$ cat config.mk
export PLATFORM = sky130hd
export DESIGN_NAME = pl_fetch_pc
export DESIGN_NICKNAME = d
export VERILOG_FILES = /design/src/rtl/pl_fetch_pc.sv
export SDC_FILE = /design/constraint.sdc
export NUM_CORES = 1
export LEC_CHECK = 0
export ABC_AREA = 1
export CAP_MARGIN = 20
export CELL_PAD_IN_SITES_DETAIL_PLACEMENT = 1
export CELL_PAD_IN_SITES_GLOBAL_PLACEMENT = 2
export CORE_MARGIN = 10
export CORE_UTILIZATION = 30
export CTS_CLUSTER_SIZE = 25
export DETAILED_ROUTE_END_ITERATION = 16
export PLACE_DENSITY_LB_ADDON = 0.25
export SYNTH_ARGS = -nofsm -noshare
export SYNTH_HDL_FRONTEND = slang
export SYNTH_SLANG_ARGS = --single-unit
export TNS_END_PERCENT = 10
$ cat constraint.sdc
create_clock -name clk -period 2.1 [get_ports clk]
set_input_delay 0.42 -clock clk [delete_from_list [all_inputs] [get_ports clk]]
set_output_delay 0.42 -clock clk [all_outputs]
set_load 0.1 [all_outputs]
$ cat src/rtl/pl_fetch_pc.sv
// Fetch-stage program counter: sequential fetch, EX redirects (branch/call/return) and a return-address stack.
// Define PL_FETCH_BREAKPOINT_EN to add the PC breakpoint / HALT state and its ports.
module pl_fetch_pc #(
    parameter int unsigned PROG_CTR_WID = 10,
    parameter int unsigned STACK_DEPTH  = 8
) (
    input  logic                    clk,
    input  logic                    reset,
    input  logic                    stall,
    input  logic                    br_req,
    input  logic [2:0]              br_cond_sel,
    input  logic [PROG_CTR_WID-1:0] br_target,
    input  logic                    call_req,
    input  logic                    ret_req,
    input  logic [PROG_CTR_WID-1:0] link_addr,
    input  logic [3:0]              branch_conds_MEMWB,
`ifdef PL_FETCH_BREAKPOINT_EN
    input  logic [PROG_CTR_WID-1:0] bp_addr,
    input  logic                    bp_enable,
    input  logic                    bp_resume,
    output logic                    bp_halted,
`endif
    output logic [PROG_CTR_WID-1:0] imem_addr,
    output logic                    imem_rd_en,
    output logic                    fetch_valid,
    output logic                    flush,
    output logic                    stack_overflow,
    output logic                    stack_underflow
);

    localparam int unsigned IDX_W = (STACK_DEPTH > 1) ? $clog2(STACK_DEPTH) : 1;
    localparam int unsigned PTR_W = IDX_W + 1;
    localparam logic [PTR_W-1:0]        PTR_FULL = PTR_W'(STACK_DEPTH);
    localparam logic [PTR_W-1:0]        PTR_ONE  = PTR_W'(1);
    localparam logic [PROG_CTR_WID-1:0] PC_ONE   = PROG_CTR_WID'(1);

`ifdef PL_FETCH_BREAKPOINT_EN
    typedef enum logic [1:0] {S_BOOT = 2'd0, S_RUN = 2'd1, S_REDIRECT = 2'd2, S_HALT = 2'd3} state_e;
`else
    typedef enum logic [1:0] {S_BOOT = 2'd0, S_RUN = 2'd1, S_REDIRECT = 2'd2} state_e;
`endif

    state_e                  state_q, state_d;
    logic [PROG_CTR_WID-1:0] pc_q, pc_d;
    logic [PTR_W-1:0]        ptr_q, ptr_d;
    logic [PROG_CTR_WID-1:0] ras_q [STACK_DEPTH];
    logic                    ovf_q, ovf_d, unf_q, unf_d;
    logic                    rd_en_q, rd_en_d, fetch_valid_q, fetch_valid_d, flush_q, flush_d;
    logic                    push_c, redirect_c, br_taken_c;
`ifdef PL_FETCH_BREAKPOINT_EN
    logic                    halted_q, halted_d, bp_skip_q, bp_skip_d;
`endif

    // Branch condition decode against the MEM/WB flags
    always_comb begin
        br_taken_c = 1'b0;
        case (br_cond_sel)
            3'd0:    br_taken_c = 1'b1;
            3'd1:    br_taken_c = branch_conds_MEMWB[0];
            3'd2:    br_taken_c = branch_conds_MEMWB[1];
            3'd3:    br_taken_c = branch_conds_MEMWB[2];
            3'd4:    br_taken_c = branch_conds_MEMWB[3];
            3'd5:    br_taken_c = ~branch_conds_MEMWB[0];
            3'd6:    br_taken_c = ~branch_conds_MEMWB[3];
            default: br_taken_c = 1'b0;
        endcase
    end

    // State, PC and RAS registers
    always_ff @(posedge clk or negedge reset) begin
        if (!reset) begin
            state_q       <= S_BOOT;
            pc_q          <= '0;
            ptr_q         <= '0;
            ovf_q         <= 1'b0;
            unf_q         <= 1'b0;
            rd_en_q       <= 1'b0;
            fetch_valid_q <= 1'b0;
            flush_q       <= 1'b0;
            for (int i = 0; i < int'(STACK_DEPTH); i++) begin
                ras_q[i] <= '0;
            end
`ifdef PL_FETCH_BREAKPOINT_EN
            halted_q      <= 1'b0;
            bp_skip_q     <= 1'b0;
`endif
        end else begin
            state_q       <= state_d;
            pc_q          <= pc_d;
            ptr_q         <= ptr_d;
            ovf_q         <= ovf_d;
            unf_q         <= unf_d;
            rd_en_q       <= rd_en_d;
            fetch_valid_q <= fetch_valid_d;
            flush_q       <= flush_d;
            if (push_c) begin
                ras_q[IDX_W'(ptr_q)] <= link_addr;
            end
`ifdef PL_FETCH_BREAKPOINT_EN
            halted_q      <= halted_d;
            bp_skip_q     <= bp_skip_d;
`endif
        end
    end

    // Next-state / next-PC: ret > call > taken branch > stall > increment
    always_comb begin
        state_d    = state_q;
        pc_d       = pc_q;
        ptr_d      = ptr_q;
        ovf_d      = ovf_q;
        unf_d      = unf_q;
        push_c     = 1'b0;
        redirect_c = 1'b0;
`ifdef PL_FETCH_BREAKPOINT_EN
        bp_skip_d  = bp_skip_q;
`endif
        case (state_q)
            S_BOOT: state_d = S_RUN;
            S_RUN, S_REDIRECT: begin
                if (ret_req) begin
                    redirect_c = 1'b1;
                    if (ptr_q == '0) begin
                        pc_d  = '0;
                        unf_d = 1'b1;
                    end else begin
                        pc_d  = ras_q[IDX_W'(ptr_q - PTR_ONE)];
                        ptr_d = ptr_q - PTR_ONE;
                    end
                end else if (call_req) begin
                    redirect_c = 1'b1;
                    pc_d       = br_target;
                    if (ptr_q == PTR_FULL) begin
                        ovf_d = 1'b1;
                    end else begin
                        push_c = 1'b1;
                        ptr_d  = ptr_q + PTR_ONE;
                    end
                end else if (br_req && br_taken_c) begin
                    redirect_c = 1'b1;
                    pc_d       = br_target;
                end else if (!(stall && state_q == S_RUN)) begin
                    pc_d = pc_q + PC_ONE;
                end
                state_d = redirect_c ? S_REDIRECT : S_RUN;
            end
`ifdef PL_FETCH_BREAKPOINT_EN
            S_HALT: begin
                if (bp_resume) begin
                    state_d   = S_RUN;
                    bp_skip_d = 1'b1;
                end
            end
`endif
            default: state_d = S_BOOT;
        endcase
`ifdef PL_FETCH_BREAKPOINT_EN
        // Breakpoint is suppressed only while the resumed PC has not yet advanced
        if (state_q != S_HALT) begin
            if (pc_d != pc_q) bp_skip_d = 1'b0;
            if (bp_enable && pc_d == bp_addr && !(bp_skip_q && pc_d == pc_q)) begin
                state_d = S_HALT;
            end
        end
`endif
    end

    // Registered outputs decoded from the next state
    always_comb begin
        rd_en_d       = 1'b0;
        fetch_valid_d = 1'b0;
        flush_d       = 1'b0;
`ifdef PL_FETCH_BREAKPOINT_EN
        halted_d      = 1'b0;
`endif
        case (state_d)
            S_RUN: begin
                rd_en_d       = 1'b1;
                fetch_valid_d = 1'b1;
            end
            S_REDIRECT: begin
                rd_en_d = 1'b1;
                flush_d = 1'b1;
            end
`ifdef PL_FETCH_BREAKPOINT_EN
            S_HALT: begin
                halted_d = 1'b1;
                flush_d  = redirect_c;
            end
`endif
            default: ;
        endcase
    end

    assign imem_addr       = pc_q;
    assign imem_rd_en      = rd_en_q;
    assign fetch_valid     = fetch_valid_q;
    assign flush           = flush_q;
    assign stack_overflow  = ovf_q;
    assign stack_underflow = unf_q;
`ifdef PL_FETCH_BREAKPOINT_EN
    assign bp_halted       = halted_q;
`endif

endmodule

Yosys cells after proc, flatten, opt, wreduce, memory -nomap -nowiden
Index checks and enable logic that the tools add are counted.
{"block": "totals", "out_inout_bits": 15, "regBits": 101, "latchBits": 0, "input_bits": 33, "memories": 0, "romBits": 0, "ramBits": 0}
{"block": "op_classes", "add_sub_neg": 3, "magnitude_cmp": 3, "n_div": 0, "n_reduce_logical": 13, "eq_ne": 14, "n_bitwise": 5, "shift": 0, "muxes": 29, "multipliers": 0}
{"cell": "80-bit bitwise mux", "count": 1}
{"cell": "10-bit 2-to-1 mux", "count": 8}
{"cell": "10-bit binary-select mux with 3-bit select", "count": 1}
{"cell": "10-bit demux with 3-bit select", "count": 1}
{"cell": "4-bit 2-to-1 mux", "count": 4}
{"cell": "1-bit 2-to-1 mux", "count": 11}
{"cell": "10-bit by 1-bit adder with 10-bit output, second input constant", "count": 1}
{"cell": "3-bit equality test, second input constant", "count": 3}
{"cell": "4-bit >= comparator, second input constant", "count": 2}
{"cell": "3-bit NOT with 4-bit output", "count": 2}
{"cell": "4-bit AND reduction", "count": 2}
{"cell": "1-bit case mux with 7 select lines", "count": 1}
{"cell": "3-bit by 2-bit equality test with 1-bit output, second input constant", "count": 2}
{"cell": "4-bit by 1-bit adder with 4-bit output, second input constant", "count": 1}
{"cell": "2-bit by 1-bit equality test with 1-bit output, second input constant", "count": 2}
{"cell": "2-bit equality test, second input constant", "count": 2}
{"cell": "4-bit equality test, second input constant", "count": 1}
{"cell": "4-bit logical NOT", "count": 1}
{"cell": "4-bit by 1-bit < comparator with 1-bit output, second input constant", "count": 1}
{"cell": "2-bit inequality test, second input constant", "count": 2}
{"cell": "4-bit inequality test, second input constant", "count": 1}
{"cell": "2-bit case mux with 2 select lines", "count": 1}
{"cell": "2-bit OR reduction", "count": 2}
{"cell": "4-bit by 1-bit subtractor with 4-bit output, second input constant", "count": 1}
{"cell": "9 further kinds", "count": 13}

Longest topological paths before layout
{"block": "logic_depth", "word_depth": 12, "ltp_mapped": 14, "ltp_nobuf": 14}

Least setup slack after synthesis
Ideal clock, no wire load.
{"block": "synth_timing", "kind": "flip-flop to flip-flop", "startpoint": "register ptr_q[0]", "endpoint": "register pc_q[7] (netlist: imem_addr[7])", "required_ns": 2.032, "setup_slack_ns": -0.067, "path_buffers": 4, "stages_incl_launch_ff": 14, "arrival_ns": 2.099, "synth_period_minus_slack_ns": 2.167, "setup_time_ns": 0.068, "cell_sequence": "dfrtp_1 -> buf_4 -> clkinv_1 -> buf_2 -> ha_1 -> buf_2 -> inv_1 -> clkbuf_1 -> o21ai_0 -> o221ai_1 -> o211ai_1 -> nand2_1 -> nand2_1 -> nand2_1"}
{"block": "synth_between", "elab_chain_len": 7, "elab_cells_between_ends": 8, "classes_between": "add/sub (1); mux (5); bitwise (1); reduce/logical (1)"}
{"element": "start: declaration", "line_no": "45", "text": "logic [PTR_W-1:0] ptr_q, ptr_d;"}
{"element": "start signal: assignment", "line_no": "90", "text": "ptr_q <= ptr_d;"}
{"element": "4-bit by 1-bit subtractor with 4-bit output"}
{"element": "3-bit NOT with 4-bit output (implied by the code)", "line_no": "127", "text": "pc_d = ras_q[IDX_W'(ptr_q - PTR_ONE)];"}
{"element": "10-bit binary-select mux with 3-bit select", "line_no": "127"}
{"element": "10-bit 2-to-1 mux (implied by the code) (2 in a row)", "line_no": "127"}
{"element": "10-bit 2-to-1 mux *", "line_no": "123", "text": "if (ptr_q == '0) begin"}
{"element": "10-bit 2-to-1 mux *", "line_no": "121", "text": "if (ret_req) begin"}
{"element": "end signal: assignment", "line_no": "89", "text": "pc_q <= pc_d;"}
{"element": "end: declaration", "line_no": "44", "text": "logic [PROG_CTR_WID-1:0] pc_q, pc_d;"}
Every way passes the cells marked *; elsewhere a longest branch is shown, timed or not. The select of a mux whose other input is x is not followed.
A chain may end at the register's enable or synchronous reset.

Final worst setup path
{"block": "layout_timing", "startpoint": "register ptr_q[0]", "endpoint": "register pc_q[5] (netlist: imem_addr[5])"}
Same word-level chain as after synthesis.

==> results.md <==
* Worst Slack Setup Final at around 0.19 ns
* CTS tree: done
* Starting DRC count in detailed routing at 199
* Most common cell after layout, fill and taps aside: nand2_1
* Initial DRT Pass Iterations at 4
* Die area at 22300 um2
* CTS Hold Bufs at 0
* I/O pin cnt at 48
* Yosys cell types at 30
* Maximum number of pins on one net before global-route repair at 47
* Antenna violations before repair at 0
* Clk slew on worst S/H paths at 0.07 ns
* Status: finished clean
* Worst min path class: primary input to async pin
* Die width at approximately 150 um
* DRC at 0
* Flop-to-flop setup slack at 0.19 ns
* Area Overhead vs Synth at 25.1%
* Clock sink count at 101
* FF-to-FF path depth at 10
* Multi-input gate area at 2160 um2
* Critical Path Start Type: flip-flop
* Clock latency on the worst-skew pair at ~0.35 ns
* Vias in the first global route at 4938
* CTS HTree Levels at 3
* First-pass GRT wire length at 26300 um
* Worst Tran Pin Value at 0.557 ns
* Die height at 149 um
* Most Used Layer, Global Route: met2
* Syn Inst Count at 630
* Top cells by area, synth: dfrtp_1 (50%), nand2_1 (12%), o21ai_0 (6.8%), o21ai_1 (6.0%), nor2_1 (4.3%)
* Sequential cell area at 2530 um2
* Leak at 2.99 nW
* FF-to-FF Start: ptr_q[0]
* Routability congestion estimate at 0.776
* Flops & latches, synth at between 100 and 150
* Final WL at roughly 16000 um
* Setup crit end kind: flip-flop
* WP data required at 2.34 ns
* Max cap viols at 0
* Grt met1 use at between 10% and 20%
* Clk_skew at 0.0132 ns
* GR Overflow Total at 0
* VDD IR max at between 0.9 and 1 mV
* Total track usage at roughly 15%
* Num CTS Buffers at 9
* RSZ-0062 raised after global routing: yes
* Headroom to the max-slew limit at 62.9%
* Crit path time final at 1.91 ns
* Syn Nets at approximately 670
* Post-Place Cell Area at 5940 um2
* Final Hold Vio Count at 0
* Pwr Density at 1690 nW/um2
* Top-area cell type share of the netlist area at about 50%
* Seq/Total Area, Yosys at approximately half
* Post-placement setup slack at -0.181 ns
* Post-route cell area at between 6000 and 7000 um2
* FF-to-FF End: imem_addr[5]
* Syn Std Cell Area at 5010 um2
* Fmax at 522 MHz
* CP arrival at 2.15 ns
* Per-cell routed wire length at about 17 um
* Core area at 16500 um2
* Antenna cells at 0
* Met2 usage at 25.0%
* Max-slew violations at 0
* Setup CP Type: flip-flop to flip-flop
* Maximum clock path buffer count at 2
* Warnings from Yosys at 0
* Final Setup Violations at 0
* Initial cell density of the core at 30.4%
* Via count at around 4500
* Antenna viol nets, final at 0
* Port buffer count at 47
* Share of post-route cells with drive strength above 1 at 12.1%
* Dpl hpwl at 10800 um
* Most frequent cells in the layout: nand2_1 (153), dfrtp_1 (99), o21ai_0 (67)
* Row count at 47
* Crit-path max FO at 19
* Global-route met3 utilization at 3.67%
* Post-synth top area cell: dfrtp_1
* Via-to-Cell Ratio at just under 5
* Period Utilization, post-route at 91.2%
* # fillers at 1977
* Syn_area_per_cell at 7.95 um2
* CTS Root Cell: clkbuf_16
* Fin nets at 728
==> routing by layer <==
metal  routed length, um  vias to the layer above
met1                7500                     2252
met5                   0                        -
met4                 130                        0
met3                 520                       13
li1                    -                     2195
met2                7790                       63
==> sequential cells by signal, indices dropped and copies added (netlist names) <==
register,flops
imem_addr,10
imem_rd_en,1
flush,1
ras_q,80
stack_underflow,1
state_q,2
stack_overflow,1
ptr_q,4
fetch_valid,1
==> timing repair <==
item                                    CTS  global route
endpoints found under the setup margin    0             7
hold endpoints to repair                  0             0
setup buffers                             0             0
resized for setup                         0             9
==> critical path: stages, from the launching register on <==
cell and delay, ns:
dfrtp_1 0.35, clkinv_1 0.13, ha_4 0.31, buf_4 0.25, nor2_1 0.08, o21ai_0 0.09
o21ai_0 0.16, o221ai_2 0.24, nand2_1 0.09, nand2_1 0.06, nand2_1 0.05
==> metrics by stage <==
| stage | TNS [ns] | power, mW | hold WS [ns] | cells | utilization, % |
|---|---|---|---|---|---|
| 3_3_place_gp | -0.637 | 8.74 | 0.447 | 898 | 36.1 |
| 5_1_grt | -0.0130 | 11.5 | 0.0879 | 912 | 38.1 |
| 3_5_place_dp | -1.51 | 8.91 | 0.456 | 898 | 36.1 |
| 2_1_floorplan | -0.000779 | 7.06 | 0.124 | 630 | - |
| 4_1_cts | 0 | 10.6 | 0.0712 | 912 | 37.8 |
| 6_report | 0 | 10.6 | 0.0442 | 912 | 38.1 |
==> synth_stat cells <==
| library cell | count |
|---|---|
| nand3_1 | 36 |
| clkinv_1 | 2 |
| nor4_4 | 1 |
| ha_1 | 6 |
| o21a_1 | 2 |
| nand4_1 | 7 |
| a21oi_1 | 8 |
| xor2_1 | 8 |
| o21ai_1 | 60 |
| clkbuf_1 | 11 |
| buf_2 | 21 |
| inv_2 | 4 |
| o21ai_2 | 1 |
| a31oi_1 | 1 |
| nor3_1 | 7 |
| nor2_1 | 58 |
| nor2_2 | 1 |
| inv_1 | 47 |
| nand2_1 | 154 |
| o22ai_1 | 7 |
| a41o_1 | 1 |
| o21ai_0 | 68 |
| buf_4 | 2 |
| xnor2_1 | 2 |
| o211ai_1 | 2 |
| o221ai_1 | 9 |
| a31o_2 | 1 |
| dfrtp_1 | 101 |
| buf_1 | 1 |
| clkbuf_2 | 1 |
==> layout make-up <==
type | count | share of cell area (%)
Sequential cell | 101 | 40.4
Multi-Input combinational cell | 440 | 34.5
Timing Repair Buffer | 84 | 13.1
Tap cell | 220 | 4.39
Clock buffer | 10 | 3.65
Inverter | 53 | 3.17
Clock inverter | 4 | 0.819
==> worst max path at each step <==
stage,startpoint,endpoint,cells after the start
floorplan,ptr_q[0],imem_addr[7],12
global placement,br_cond_sel[0],imem_addr[3],13
detailed placement,br_cond_sel[1],imem_addr[4],15
CTS,ptr_q[0],imem_addr[5],10
global route,ptr_q[0],imem_addr[8],8
finish,ptr_q[0],imem_addr[5],10
==> cell families after synthesis <==
logic type      share of synthesized area (%)
simple gates                             21.6
flops                                    50.5
compound gates                           17.3
buf+inv                                  7.37
xor+xnor                                 1.75
fa+ha+maj                                1.50
==> where the power goes <==
part / internal [mW] / switching, mW / leakage, nW
sequential: 2.81 / 0.571 / 1.30
combinational: 1.85 / 3.73 / 1.56
clock: 0.912 / 0.732 / 0.134
total: 5.57 / 5.03 / 2.99
Power figures use the tool's default switching activity.
